## src/rtl/pio_bridge_ch.sv

```systemverilog
// Board I/O to HPS parallel-port bridge: synchronised, debounced inputs with sticky
// edge flags on the read word, and a blink timebase driving static or blinking LEDs.
`timescale 1ns/1ps
module pio_bridge_ch #(
    parameter int N_IN            = 10,
    parameter int N_LED           = 10,
    parameter int DEBOUNCE_CYCLES = 500000,
    parameter int BLINK_HALF      = 25000000,
    parameter int EDGE_MODE       = 0
) (
    input  logic             clk,
    input  logic             reset_n,
    input  logic [N_IN-1:0]  din,
    input  logic [31:0]      pp_out,
    output logic [31:0]      pp_in,
    output logic [N_LED-1:0] led,
    output logic             heartbeat
);

    localparam int CW = $clog2(DEBOUNCE_CYCLES);
    localparam int BW = $clog2(BLINK_HALF);
    localparam logic [CW-1:0] DB_LAST    = CW'(DEBOUNCE_CYCLES - 1);
    localparam logic [BW-1:0] BLINK_LAST = BW'(BLINK_HALF - 1);

    logic [N_IN-1:0]  sync_a;
    logic [N_IN-1:0]  sync_b;
    logic [N_IN-1:0]  stable;
    logic [CW-1:0]    cnt [N_IN];
    logic [N_IN-1:0]  accept;
    logic [N_IN-1:0]  qual;
    logic [N_IN-1:0]  flag;
    logic             clr_prev;
    logic             clear_evt;
    logic [BW-1:0]    bcnt;
    logic             phase;
    logic [N_LED-1:0] led_data;
    logic [N_LED-1:0] led_mask;
    logic             unused_pp;

    always_ff @(posedge clk or negedge reset_n) begin
        if (!reset_n) begin
            sync_a <= '0;
            sync_b <= '0;
        end else begin
            sync_a <= din;
            sync_b <= sync_a;
        end
    end

    // A channel is accepted on the cycle its disagreement count reaches the last value.
    always_comb begin
        accept = '0;
        for (int i = 0; i < N_IN; i++) begin
            accept[i] = (sync_b[i] != stable[i]) && (cnt[i] == DB_LAST);
        end
    end

    always_ff @(posedge clk or negedge reset_n) begin
        if (!reset_n) begin
            stable <= '0;
            for (int i = 0; i < N_IN; i++) begin
                cnt[i] <= '0;
            end
        end else begin
            for (int i = 0; i < N_IN; i++) begin
                if (sync_b[i] == stable[i]) begin
                    cnt[i] <= '0;
                end else if (accept[i]) begin
                    stable[i] <= sync_b[i];
                    cnt[i]    <= '0;
                end else begin
                    cnt[i] <= cnt[i] + CW'(1);
                end
            end
        end
    end

    always_comb begin
        case (EDGE_MODE)
            1:       qual = accept & sync_b;
            2:       qual = accept & ~sync_b;
            default: qual = accept;
        endcase
    end

    assign clear_evt = pp_out[31] ^ clr_prev;

    // A new edge in the same cycle as a clear leaves its flag set.
    always_ff @(posedge clk or negedge reset_n) begin
        if (!reset_n) begin
            clr_prev <= 1'b0;
            flag     <= '0;
        end else begin
            clr_prev <= pp_out[31];
            flag     <= (clear_evt ? '0 : flag) | qual;
        end
    end

    always_ff @(posedge clk or negedge reset_n) begin
        if (!reset_n) begin
            bcnt  <= '0;
            phase <= 1'b0;
        end else if (bcnt == BLINK_LAST) begin
            bcnt  <= '0;
            phase <= ~phase;
        end else begin
            bcnt <= bcnt + BW'(1);
        end
    end

    assign led_data  = pp_out[N_LED-1:0];
    assign led_mask  = pp_out[15 +: N_LED];
    assign unused_pp = ^pp_out;

    always_ff @(posedge clk or negedge reset_n) begin
        if (!reset_n) begin
            pp_in     <= '0;
            led       <= '0;
            heartbeat <= 1'b0;
        end else begin
            pp_in     <= {|flag, phase, 15'(flag), 15'(stable)};
            led       <= (led_data & ~led_mask) | (led_data & led_mask & {N_LED{phase}});
            heartbeat <= phase;
        end
    end

endmodule

```

## config.mk

```make
export PLATFORM = sky130hd
export DESIGN_NAME = pio_bridge_ch
export DESIGN_NICKNAME = d
export VERILOG_FILES = /design/src/rtl/pio_bridge_ch.sv
export SDC_FILE = /design/constraint.sdc
export NUM_CORES = 1
export LEC_CHECK = 0
export ABC_AREA = 1
export ABC_CLOCK_PERIOD_IN_PS = 1300
export BUFFER_PORTS_ARGS = -buffer_cell sky130_fd_sc_hd__buf_2
export CORE_UTILIZATION = 56
export CTS_CLUSTER_SIZE = 40
export DETAILED_ROUTE_END_ITERATION = 8
export GPL_TIMING_DRIVEN = 0
export PLACE_DENSITY_LB_ADDON = 0.15
export SETUP_SLACK_MARGIN = 0.05
export SYNTH_ARGS = -nofsm -noshare
export SYNTH_HDL_FRONTEND = slang
export SYNTH_SLANG_ARGS = --single-unit
```

## constraint.sdc

```tcl
create_clock -name clk -period 1.3 [get_ports clk]
set_input_delay 0 -clock clk [delete_from_list [all_inputs] [get_ports clk]]
set_output_delay 0 -clock clk [all_outputs]
set_load 0.01 [all_outputs]
```

# == Word-level counts from Yosys, hierarchy flattened ==
# Cells that the tools add are included.
# totals
ff_bits,290
in_bits,44
output_inout_bits,43
# classes
addsub,11
eq_ne,31
mux,22
n_bitwise,18
reduce_logical,21
# op_table
operator,count
$mux 19,20
$add 19x1->19 const B,10
$eq 19x19->1 const B,10
$and 10x10->10,3
$add 25x1->25 const B,1
$eq 25x25->1 const B,1
$mux 25,1
$or 10x10->10,2
$reduce_and 2->1,10
$not 1->1,11
$eq 1x1->1,10
$logic_and 1x1->1,10
$mux 10,1
$ne 1x1->1,10
$not 10->10,1
$reduce_or 10->1,1
$xor 1x1->1,1

# == Longest topological paths before layout ==
# Gate-level depths: netlist of the first run.
# logic_depth
word_depth,4
depth_mapped,9
mapped_depth_nobuf,9

# == Worst setup path before layout of the first run ==
# OpenSTA, ideal clock, no wires.
# synth_timing
kind,register to register
start,register bcnt[0]
end,register bcnt[12]
t_arrival_ps,1282
path_slack_ps,-101
stages_incl_launch_ff,8
synth_period_minus_slack_ps,1401
cell_sequence,dfrtp_1 -> ha_1 -> nand2_2 -> nor2_8 -> nand4_2 -> nor2_4 -> buf_12 -> nor2_2
# synth_via
elab_chain_cells,2
word_cells_on_any_way,3
cone_classes,add/sub (1); eq/ne (1); mux (1)
# synth_lines
element,line,source
from (decl),34,logic [BW-1:0] bcnt;
from (signal assigned),107,bcnt <= bcnt + BW'(1);
$add 25x1->25 / $eq 25x25->1 (equally long branches),"107, 103",
$mux 25 (*),103,end else if (bcnt == BLINK_LAST) begin
# Every way passes the cells marked *; elsewhere a longest branch is shown, timed or not.
# A chain may end at the register's enable or synchronous reset.

# == Final worst setup path of the first run ==
# layout_timing
start,register bcnt[7]
end,register bcnt[14]
# The elaborated chain is that of the path after synthesis.

==> results of run 1 <==
[final timing paths]
kind / cells past startpoint / slack [ns] / end / from
setup / recovery: 8 / -0.25 / bcnt[14] / bcnt[7]
hold reg to reg: 0 / 0.35 / sync_b[0] / sync_a[0]
max in group asynchronous: 3 / 0.37 / cnt[100] / reset_n
setup reg to reg: 8 / -0.25 / bcnt[14] / bcnt[7]
min in group clk: 2 / 0.07 / sync_a[3] / din[3]
hold / removal: 2 / -0.06 / cnt[27] / reset_n
[cell families after synthesis]
group	synth area share [%]
AOI/OAI and AO/OA	3.33
xor gates and xnor gates	5.01
adders and majority gates	0.915
buffers and inverters	6.51
DFF	48.1
other	0.0249
and+or+nand+nor	36.1
[sequential cells by signal (all words and copies together), names as in the netlist]
register,count
cnt,190
bcnt,25
pp_in,22
flag,10
led,10
stable,10
sync_a,10
sync_b,10
clr_prev,1
phase,1
[report_power, final]
part,leakage (nW),switching (W),internal (W),total [W]
combinational,4.81,0.000623,0.000463,0.00109
clock,0.553,0.00366,0.00622,0.00988
sequential,3.90,0.000132,0.00912,0.00925
[worst register-to-register path: stages, from the launching register on]
cell	delay, ns
dfrtp_1	0.41
inv_1	0.15
nand2_1	0.14
nor2_2	0.15
nand4_4	0.12
nor2_4	0.17
buf_6	0.14
buf_12	0.12
nor2_2	0.03
[final cells by class]
| type | count | area share [%] |
|---|---|---|
| multi-input cells | 1448 | 41.6 |
| flip-flops and latches | 289 | 36.2 |
| repair buffers | 228 | 9.24 |
| inverters | 226 | 4.48 |
| clock buffers | 40 | 4.28 |
| well taps | 335 | 2.09 |
| clock inverters | 16 | 1.47 |
| plain buffers | 17 | 0.661 |
[Yosys cell counts, drive strengths merged (2+ instances only)]
cell type and n:
o21a 9, nand4 28, inv 226, or2 3
o21ai 25, buf 16, a21oi 28, xnor2 13
nor3b 19, nor2 554, nand3 113, nand2 516
xor2 73, dfrtp 289, a31oi 3, nor4 2
a21boi 10, nor3 28, ha 11
[per-layer routing]
metal / vias up / part of all wire, % / routed length [um]
met5: - / 0 / 0
met4: 0 / 2.0 / 722
met3: 69 / 4.1 / 1470
met2: 307 / 51 / 18200
met1: 6409 / 43 / 15300
li1: 6614 / - / -
[repair_timing]
item,CTS,global route
endpoints found under the setup margin,183,216
hold endpoints to repair,312,51
setup buffers,66,73
resized for setup,172,297
pin swaps,95,137
gates cloned,1,0
[per-stage QoR]
step	setup TNS (ns)	std cells	total power (W)	area, sq um
3_3_place_gp	-1474.29	2380	0.0100	15900
6_report	-13.47	2599	0.0202	20100
3_5_place_dp	-23.21	2382	0.0101	16000
5_1_grt	-26.17	2599	0.0210	20100
2_1_floorplan	-1.09	1980	0.00970	15200
4_1_cts	-5.64	2534	0.0202	18600
==> summary.md, run 1 <==
| Metric | Value |
|---|---|
| Slew Viols, Final | 0 |
| Avg WL per Cell | between 10 and 15 um |
| GRT overflow | 0 |
| First DRT Iteration DRCs | between 800 and 900 |
| DIE HEIGHT | around 170 um |
| Area growth syn-to-layout | 33.4% |
| PnR worst setup slack | -0.249 ns |
| Critical path, cell by cell | inv_1 > nand2_1 > nor2_2 > nand4_4 > nor2_4 > buf_6 > buf_12 > nor2_2 |
| Worst Skew | between 0.015 and 0.02 ns |
| Slowest cell delay on critical path | between 0.4 and 0.5 ns |
| GRT Max-Usage Layer | met2 |
| First-pass GRT wire length | 57300 um |
| Initial Utilization | approximately 57% |
| Nets | between 2k and 2.5k |
| Gr usage total | between 20% and 30% |
| Max Clk Rate | 646 MHz |
| Num CTS Buffers | 31 |
| Synth top area share | between 40% and 50% |
| Leakage | 9.26 nW |
| Pwr dens | 1010 nW/um^2 |
| Netlist Area Pre-Place | approximately 15000 sq um |
| Root buffer cell | clkbuf_16 |
| Reg area | slightly above 7000 sq um |
| # DRC | 8 |
| CTS tree | done |
| Seq/Total Area, Yosys | between 40% and 50% |
| Area taken by multi-input logic gates | around 8300 sq um |
| Final setup viols | ~150 |
| FP Rows | between 50 and 60 |
| DIE WIDTH | about 170 um |
| Initial antenna violation count | 0 |
| Dpl hpwl | 21500 um |
| Sink Count | between 200 and 300 |
| CP max-delay cell | dfrtp_1 |
| Worst-skew pair later-pin latency | 0.57 ns |
| GR Util met2 | a little over two fifths |
| Vias in the first global route | around 13k |
| Gate Count Post-Synth | 1971 |
| FF+latch count, synth | between 200 and 300 |
| Filler cells | 1808 |
| Yosys Warn Count | 0 |
| Post-synth EDFFs | 0 |
| Vias | 13.4k |
| Max-Cap Viols | 0 |
| GPL Wtd Cong | slightly above 0.9 |
| Commonest non-fill, non-tap cell in the layout | nor2_1 |
| Layout cell share with drive strength beyond 1 | 31.0% |
| Vias per cell | between 5 and 6 |
| Cell family with most CP delay | simple AND/OR/NAND/NOR gates |
| Largest net degree at the start of global routing | around 130 |
| Crit start category | flop |
| Full die area | around 28000 sq um |
| RSZ-0062 raised after global routing | yes |
| Worst-margin pin slew | ~0.60 ns |
| WL final | between 30000 and 40000 um |
| Max rail drop VDD | a little under 0.001 V |
| Critical path's most frequent cell | nor2_2 |
| Largest area contributor in the netlist | dfrtp_1 |
| Post-DRT Antenna Nets | 0 |
| Global Route met1 Usage | 32.3% |
| WP buf/inv | 3 |
| Cell variety after synth | 41 |
| Slew Limit Headroom | 59.8% |
| H-Tree Depth | 1 |
| Final hold vios | 54 |
| Most frequent cells in the layout | nor2_1, nand2_1, dfrtp_1, inv_1, buf_4 |
| Worst path arrival time | 2.00 ns |
| Min Clock Period, post-route | about 1.5 ns |
| Port Buffers | 65 |
| Worst hold slack | -0.0560 ns |
| Req. time, crit path | approximately 1.8 ns |
| Critical Path Fanout Max | 5 |
| Setup CP Type | flop to flop |
| Cts hold-fix bufs | 32 |
| Final core utilization | between 70% and 80% |
| Top-Level Pins | 87 |
| Tcrit/Tclk final | 119% |
| Placement Setup Slack | -0.274 ns |
| Failing checks | design-rule violations, negative hold slack, negative setup slack |
| GR Util met3 | between 3 and 4% |
| Worst Hold Class | primary input to async pin |
| Run status | complete, but fails checks |
| Core area | ~26000 sq um |
| TritonRoute pass-1 iters | 9 |
| Avg Cell Area, Syn | ~7.6 sq um |
| Fraction of registers with async set/reset | between 90% and 100% |
| Top_reg_cell synth | dfrtp_1 |
| Top area cells in the synthesized netlist | dfrtp_1, nor2_1, nand2_1 |
| Ant diodes | 0 |
| Critical Path End Type | flop |
| Clock Path Buffers | 3 |
| Clock transition at the registers of the reported paths | about 0.06 ns |
No activity file was read; power rests on OpenSTA's default activity.
==> run 2: changes to the inputs <==
- CAP_MARGIN: default -> 10
- PLACE_DENSITY: default -> 0.8
- PLACE_DENSITY_LB_ADDON: 0.15 -> default
==> run 2 against run 1 <==
Compared with the run above: the run still ends with design-rule violations, negative hold slack, negative setup slack left; sequential cell count unchanged; final cell count about the same; critical path depth decreased by 1; cell area decreased by 0.45%; clock-buffer cell count decreased by 1; setup slack improved by 0.055 ns; largest cell class unchanged.
==> summary.md, run 2 (same netlist as run 1, synthesis figures left out) <==
| Metric | Value |
|---|---|
| Max rail drop VDD | 0.00104 V (+5.9%) |
| Clock Path Buffers | 3 (unchanged) |
| R2R Path Start | cnt[153] |
| Req. time, crit path | 1.71 ns (-0.04 ns) |
| Worst-margin pin slew | 0.626 ns (+0.0235 ns) |
| WL final | 37200 um (+4.0%) |
| Worst-skew pair later-pin latency | 0.55 ns (-0.02 ns) |
| RSZ-0062 raised after global routing | yes |
| GRT Max-Usage Layer | met2 |
| H-Tree Depth | 1 (unchanged) |
| Critical Path Fanout Max | 4 (-1) |
| Gr usage total | 24.7% (+0.24 points) |
| Cts hold-fix bufs | 33 (+3.1%) |
| First-pass GRT wire length | 58000 um (+1.1%) |
| TritonRoute pass-1 iters | 8 (-1) |
| Final setup viols | 163 (+7.9%) |
| Slowest cell delay on critical path | 0.38 ns (-0.03 ns) |
| Filler cells | 1702 (-5.9%) |
| Critical Path End Type | flop |
| Max Clk Rate | 669 MHz (+3.6%) |
| Crit start category | flop |
| Setup TNS | -13.60 ns (-0.129 ns) |
| Largest reg by FF count | cnt |
| GRT overflow | 0 (unchanged) |
| Final hold vios | 165 (+210%) |
| Sink Count | 289 (unchanged) |
| Global Route met1 Usage | 31.8% (-0.48 points) |
| Worst hold slack | -0.524 ns (-0.468 ns) |
| # DRC | 5 (-3) |
| Slew Viols, Final | 0 (unchanged) |
| Worst path arrival time | 1.91 ns (-0.09 ns) |
| FP Rows | 59 (unchanged) |
| GPL Wtd Cong | 0.917 (+0.92%) |
| Max reg flops | 190 (unchanged) |
| Area growth syn-to-layout | 32.8% |
| GR Util met2 | 43.5% (+0.73 points) |
| Flop2flop setup slack | -0.19 ns (+0.05 ns) |
| Core area | 26200 sq um (unchanged) |
| Max-Cap Viols | 0 (unchanged) |
| Biggest regs | cnt (190), bcnt (25), pp_in (22) |
| Dpl hpwl | 21600 um (+0.42%) |
| Leakage | 9.20 nW (-0.65%) |
| Final Non-Filler Cells | 2600 (+0.038%) |
| Placed Instances | 2382 (unchanged) |
| Worst Skew | 0.0199 ns (+0.00368 ns) |
| CP max-delay cell | dfrtp_1 |
| CTS tree | done |
| Initial Utilization | 57.4% (unchanged) |
| Worst Hold Class | primary input to async pin |
| DIE WIDTH | 166 um (unchanged) |
| Full die area | 27500 sq um (unchanged) |
| Vias in the first global route | 12.9k (+0.97%) |
| Commonest non-fill, non-tap cell in the layout | nor2_1 |
| DIE HEIGHT | 166 um (unchanged) |
| Tcrit/Tclk final | 115% (-4.2 points) |
| Nets | 2299 (+0.13%) |
| Min Clock Period, post-route | 1.49 ns (-0.0545 ns) |
| Most frequent cells in the layout | nor2_1, nand2_1, dfrtp_1, inv_1, buf_4 |
| Slew Limit Headroom | 58.2% (-1.6 points) |
| Setup CP Type | flop to flop |
| Critical path, cell by cell | ha_4 > nand2_4 > nor2_4 > nand2_2 > nor2_4 > xor2_1 > nor2_1 |
| Run status | complete, but fails checks |
| Initial antenna violation count | 0 (unchanged) |
| Failing checks | design-rule violations, negative hold slack, negative setup slack |
| GR Util met3 | 2.84% (-0.43 points) |
| Avg WL per Cell | 14.3 um (+4.0%) |
| Post-DRT Antenna Nets | 0 (unchanged) |
| Critical path's most frequent cell | nor2_4 |
| Pwr dens | 950 nW/um^2 (-5.7%) |
| Ant diodes | 0 (unchanged) |
| Vias per cell | 5.29 (+2.6%) |
| Final core utilization | 76.2% (-0.34 points) |
| Root buffer cell | clkbuf_16 |
| Vias | 13.8k (+2.7%) |
| Num CTS Buffers | 30 (-3.2%) |
| First DRT Iteration DRCs | 986 (+20%) |
| Layout cell share with drive strength beyond 1 | 31.9% (+0.96 points) |
| Largest net degree at the start of global routing | 127 (+0.79%) |
| Port Buffers | 65 (unchanged) |
| Worst R2R End | cnt[162] |
| Reg2reg path depth | 7 (-1) |
| Clock transition at the registers of the reported paths | 0.06 ns (about the same) |
| PnR worst setup slack | -0.195 ns (+0.0545 ns) |
| Top-Level Pins | 87 (unchanged) |
==> run 2: per-layer routing <==
metal  vias up  wire length [um]  share of wire (%)
met1      6596             15200                 41
met5         -                77               0.21
met2       441             19100                 51
li1       6613                 -                  -
met4         2              1050                2.8
met3       104              1710                4.6
==> run 2: worst max-delay path by stage <==
stage / startpoint / endpoint / slack [ns]
CTS: cnt[152] / cnt[155] / -0.14
finish: cnt[153] / cnt[162] / -0.19
floorplan: bcnt[0] / bcnt[12] / -0.1
global route: cnt[153] / cnt[162] / -0.23
global placement: reset_n / cnt[95] / -5.01
detailed placement: bcnt[0] / bcnt[0] / -0.27
==> run 2: what timing repair did <==
action	in CTS	in global routing
setup buffers	59	74
endpoints found under the hold margin	188	106
pin swaps	102	148
setup endpoints to repair	183	212
gates resized for setup	156	328
==> run 2: final cells by class <==
cell class | count | area, sq um | area share [%]
clock buffers | 39 | 836 | 4.18
plain buffers | 17 | 136 | 0.683
multi-input cells | 1448 | 8370 | 41.9
flip-flops and latches | 289 | 7260 | 36.4
repair buffers | 232 | 1890 | 9.48
well taps | 335 | 419 | 2.10
clock inverters | 14 | 154 | 0.771
inverters | 226 | 898 | 4.50
==> run 2: power by group <==
part	total (W)	leakage, nW	internal (W)	switching, W
registers	0.00925	3.90	0.00912	0.000127
logic	0.00111	4.82	0.000487	0.000626
clock network	0.00862	0.488	0.00510	0.00352
==> run 2: metrics by stage <==
step	hold slack, ns	power (W)	instance area, sq um	worst slack (ns)
floorplan	-0.296	0.00970	15200	-0.0989
global placement	0.108	0.0100	15900	-5.01
detailed placement	-0.0950	0.0101	16000	-0.265
CTS	-0.537	0.0189	18400	-0.139
global route	-0.515	0.0196	20000	-0.230
finish	-0.524	0.0190	20000	-0.195
==> run 2: worst max-delay path: cells and delay by family, from the launching register on <==
family / cells / cell delay (ns)
xor gates and xnor gates: 1 / 0.22
adders and majority gates: 1 / 0.17
DFF: 1 / 0.38
and+or+nand+nor: 5 / 0.60
==> run 3: changes to the inputs <==
- ABC_CLOCK_PERIOD_IN_PS: 1300 -> 1550
- CORE_UTILIZATION: 56 -> 62
- PLACE_DENSITY: 0.8 -> 0.84
- SLEW_MARGIN: default -> 10
- clock period: 1.3 -> 1.55 ns (I/O delays scaled with it)
==> run 3 against run 2 <==
Compared with the run above: the run now ends clean; combinational power down 36%; power down 15%; clock-buffer cell count down 1; core utilization about the same; critical path type unchanged; largest power group unchanged.
==> summary.md, run 3 (same netlist as run 1, synthesis figures left out) <==
| Metric | Value |
|---|---|
| Run status | complete, no violations |
| R2R Path Start | bcnt[1] |
| Max rail drop VDD | 0.000809 V (-23%) |
| Flop2flop setup slack | 0.04 ns (+0.23 ns) |
| GRT overflow | 0 (unchanged) |
| Max reg flops | 190 (unchanged) |
| Final hold vios | 0 (-100%) |
| DIE WIDTH | 158 um (-4.9%) |
| Avg WL per Cell | 13.4 um (-6.1%) |
| Port Buffers | 65 (unchanged) |
| First DRT Iteration DRCs | 837 (-15%) |
| GPL Wtd Cong | 0.914 (-0.37%) |
| Sink Count | 289 (unchanged) |
| Max-Cap Viols | 0 (unchanged) |
| Largest net degree at the start of global routing | 116 (-8.7%) |
| Initial antenna violation count | 1 (+1) |
| Req. time, crit path | 2.00 ns (+0.29 ns) |
| Max Clk Rate | 661 MHz (-1.3%) |
| Most frequent cells in the layout | nor2_1, nand2_1, dfrtp_1, inv_1, nand3_1 |
| Root buffer cell | clkbuf_16 |
| RSZ-0062 raised after global routing | yes |
| Nets | 2202 (-4.2%) |
| Reg2reg path depth | 7 (unchanged) |
| Final setup viols | 0 (-100%) |
| Worst-skew pair later-pin latency | 0.56 ns (about the same) |
| Worst hold slack | 0.0324 ns (+0.557 ns) |
| Biggest regs | cnt (190), bcnt (25), pp_in (22) |
| Critical Path End Type | flop |
| Commonest non-fill, non-tap cell in the layout | nor2_1 |
| Min Clock Period, post-route | 1.51 ns (+0.0192 ns) |
| Top-Level Pins | 87 (unchanged) |
| Crit start category | flop |
| Worst Skew | 0.0179 ns (-0.00194 ns) |
| Leakage | 8.41 nW (-8.6%) |
| Dpl hpwl | 21900 um (+1.3%) |
| Num CTS Buffers | 30 (unchanged) |
| Vias in the first global route | 12.4k (-3.7%) |
| Largest reg by FF count | cnt |
| Layout cell share with drive strength beyond 1 | 16.4% (-16 points) |
| Placed Instances | 2366 (-0.67%) |
| Total chip power | 0.0162 W (-15%) |
| Ant diodes | 0 (unchanged) |
| First-pass GRT wire length | 54900 um (-5.3%) |
| Worst-margin pin slew | 0.648 ns (+0.0215 ns) |
| FP Rows | 56 (-5.1%) |
| Core area | 23600 sq um (-9.9%) |
| Worst R2R End | bcnt[5] |
| Slew Limit Headroom | 56.8% (-1.4 points) |
| # DRC | 0 (-5) |
| Vias | 13.0k (-5.2%) |
| Area growth syn-to-layout | 19.7% |
| DIE HEIGHT | 158 um (-4.9%) |
| Clock transition at the registers of the reported paths | 0.07 ns (about the same) |
| Filler cells | 1675 (-1.6%) |
| TritonRoute pass-1 iters | 5 (-3) |
| Placement Setup Slack | -0.124 ns (+0.141 ns) |
| Tcrit/Tclk final | 97.7% (-17 points) |
| Full die area | 24900 sq um (-9.6%) |
| Vias per cell | 5.24 (-0.99%) |
| Clock Path Buffers | 3 (unchanged) |
| Finished layout cell area | 18000 sq um (-9.9%) |
| PnR worst setup slack | 0.0362 ns (+0.231 ns) |
| Final Non-Filler Cells | 2490 (-4.2%) |
| Post-DRT Antenna Nets | 0 (unchanged) |
| Pwr dens | 900 nW/um^2 (-5.3%) |
| Setup CP Type | flop to flop |
| Area of placed instances | 15900 sq um (-0.91%) |
| Initial Utilization | 63.7% (+6.3 points) |
| Worst path arrival time | 1.97 ns (+0.06 ns) |
| Slew Viols, Final | 0 (unchanged) |
| Critical Path Fanout Max | 5 (+1) |
| CTS tree | done |
| Worst Hold Class | primary input to async pin |
| H-Tree Depth | 1 (unchanged) |
| WL final | 33400 um (-10%) |
| Gr usage total | 26.9% (+2.2 points) |
[run 3: cell types whose count changed in the layout (fill, tap and decap cells not counted), moves of 28 or more]
cell,before,now
nor2_2,83,47
nand2_2,112,40
nand2_1,379,468
buf_6,29,1
buf_4,113,47
nor2_1,391,474
nor2_4,79,32
inv_1,175,206
[run 3: power by group]
part	switching (W)	total [W]	internal, W	leakage, nW
Combinational	0.000423	0.000708	0.000286	3.94
Sequential	0.000103	0.00775	0.00765	3.94
Clock	0.00305	0.00774	0.00468	0.530
[run 3: how the worst max path moves through the flow]
stage / start / to / cells after the start
3_5_place_dp: cnt[76] / cnt[76] / 8
3_3_place_gp: reset_n / cnt[160] / 1
5_1_grt: bcnt[1] / bcnt[5] / 7
6_report: bcnt[1] / bcnt[5] / 7
4_1_cts: cnt[76] / stable[5] / 8
2_1_floorplan: bcnt[0] / bcnt[12] / 7
[run 3: metrics by stage]
step / utilization (%) / setup TNS, ns
2_1_floorplan: - / 0
3_3_place_gp: 66.9 / -1348.06
3_5_place_dp: 67.2 / -1.71
4_1_cts: 74.1 / 0
5_1_grt: 76.2 / -0.141
6_report: 76.2 / 0
[run 3: routing by layer]
| metal | wire (um) | vias to the layer above | global-route usage [%] | share of wire [%] |
|---|---|---|---|---|
| met3 | 1660 | 66 | 3.70 | 5.0 |
| met1 | 14300 | 6168 | 34.4 | 43 |
| met2 | 16800 | 384 | 47.4 | 50 |
| met4 | 693 | 2 | 7.77 | 2.1 |
| li1 | - | 6424 | - | - |
| met5 | 13 | - | 0 | 0.039 |
[run 3: final cells by class]
cell class                      count  area, sq um  area share [%]
Inverter                          226          853            4.74
Clock inverter                     18          235            1.31
Multi-Input combinational cell   1448         7300            40.6
Sequential cell                   289         7230            40.2
Buffer                             17          133           0.737
Tap cell                          319          399            2.22
Clock buffer                       38          842            4.68
Timing Repair Buffer              135         1000            5.57
[run 3: repair_timing]
action	4_1_cts	5_1_grt
endpoints found under the setup margin	93	136
pin swaps	8	40
hold endpoints to repair	114	0
hold buffers	32	0
cloned	0	1
buffers inserted	13	23
gates resized for setup	31	90
[run 3: worst max-delay path, stage by stage, from the launching register on]
cell,delay (ns)
dfrtp_1,0.40
ha_4,0.17
nand2_4,0.07
nor2_8,0.19
nand4_4,0.10
nor2_4,0.22
clkbuf_16,0.21
nor2_2,0.03
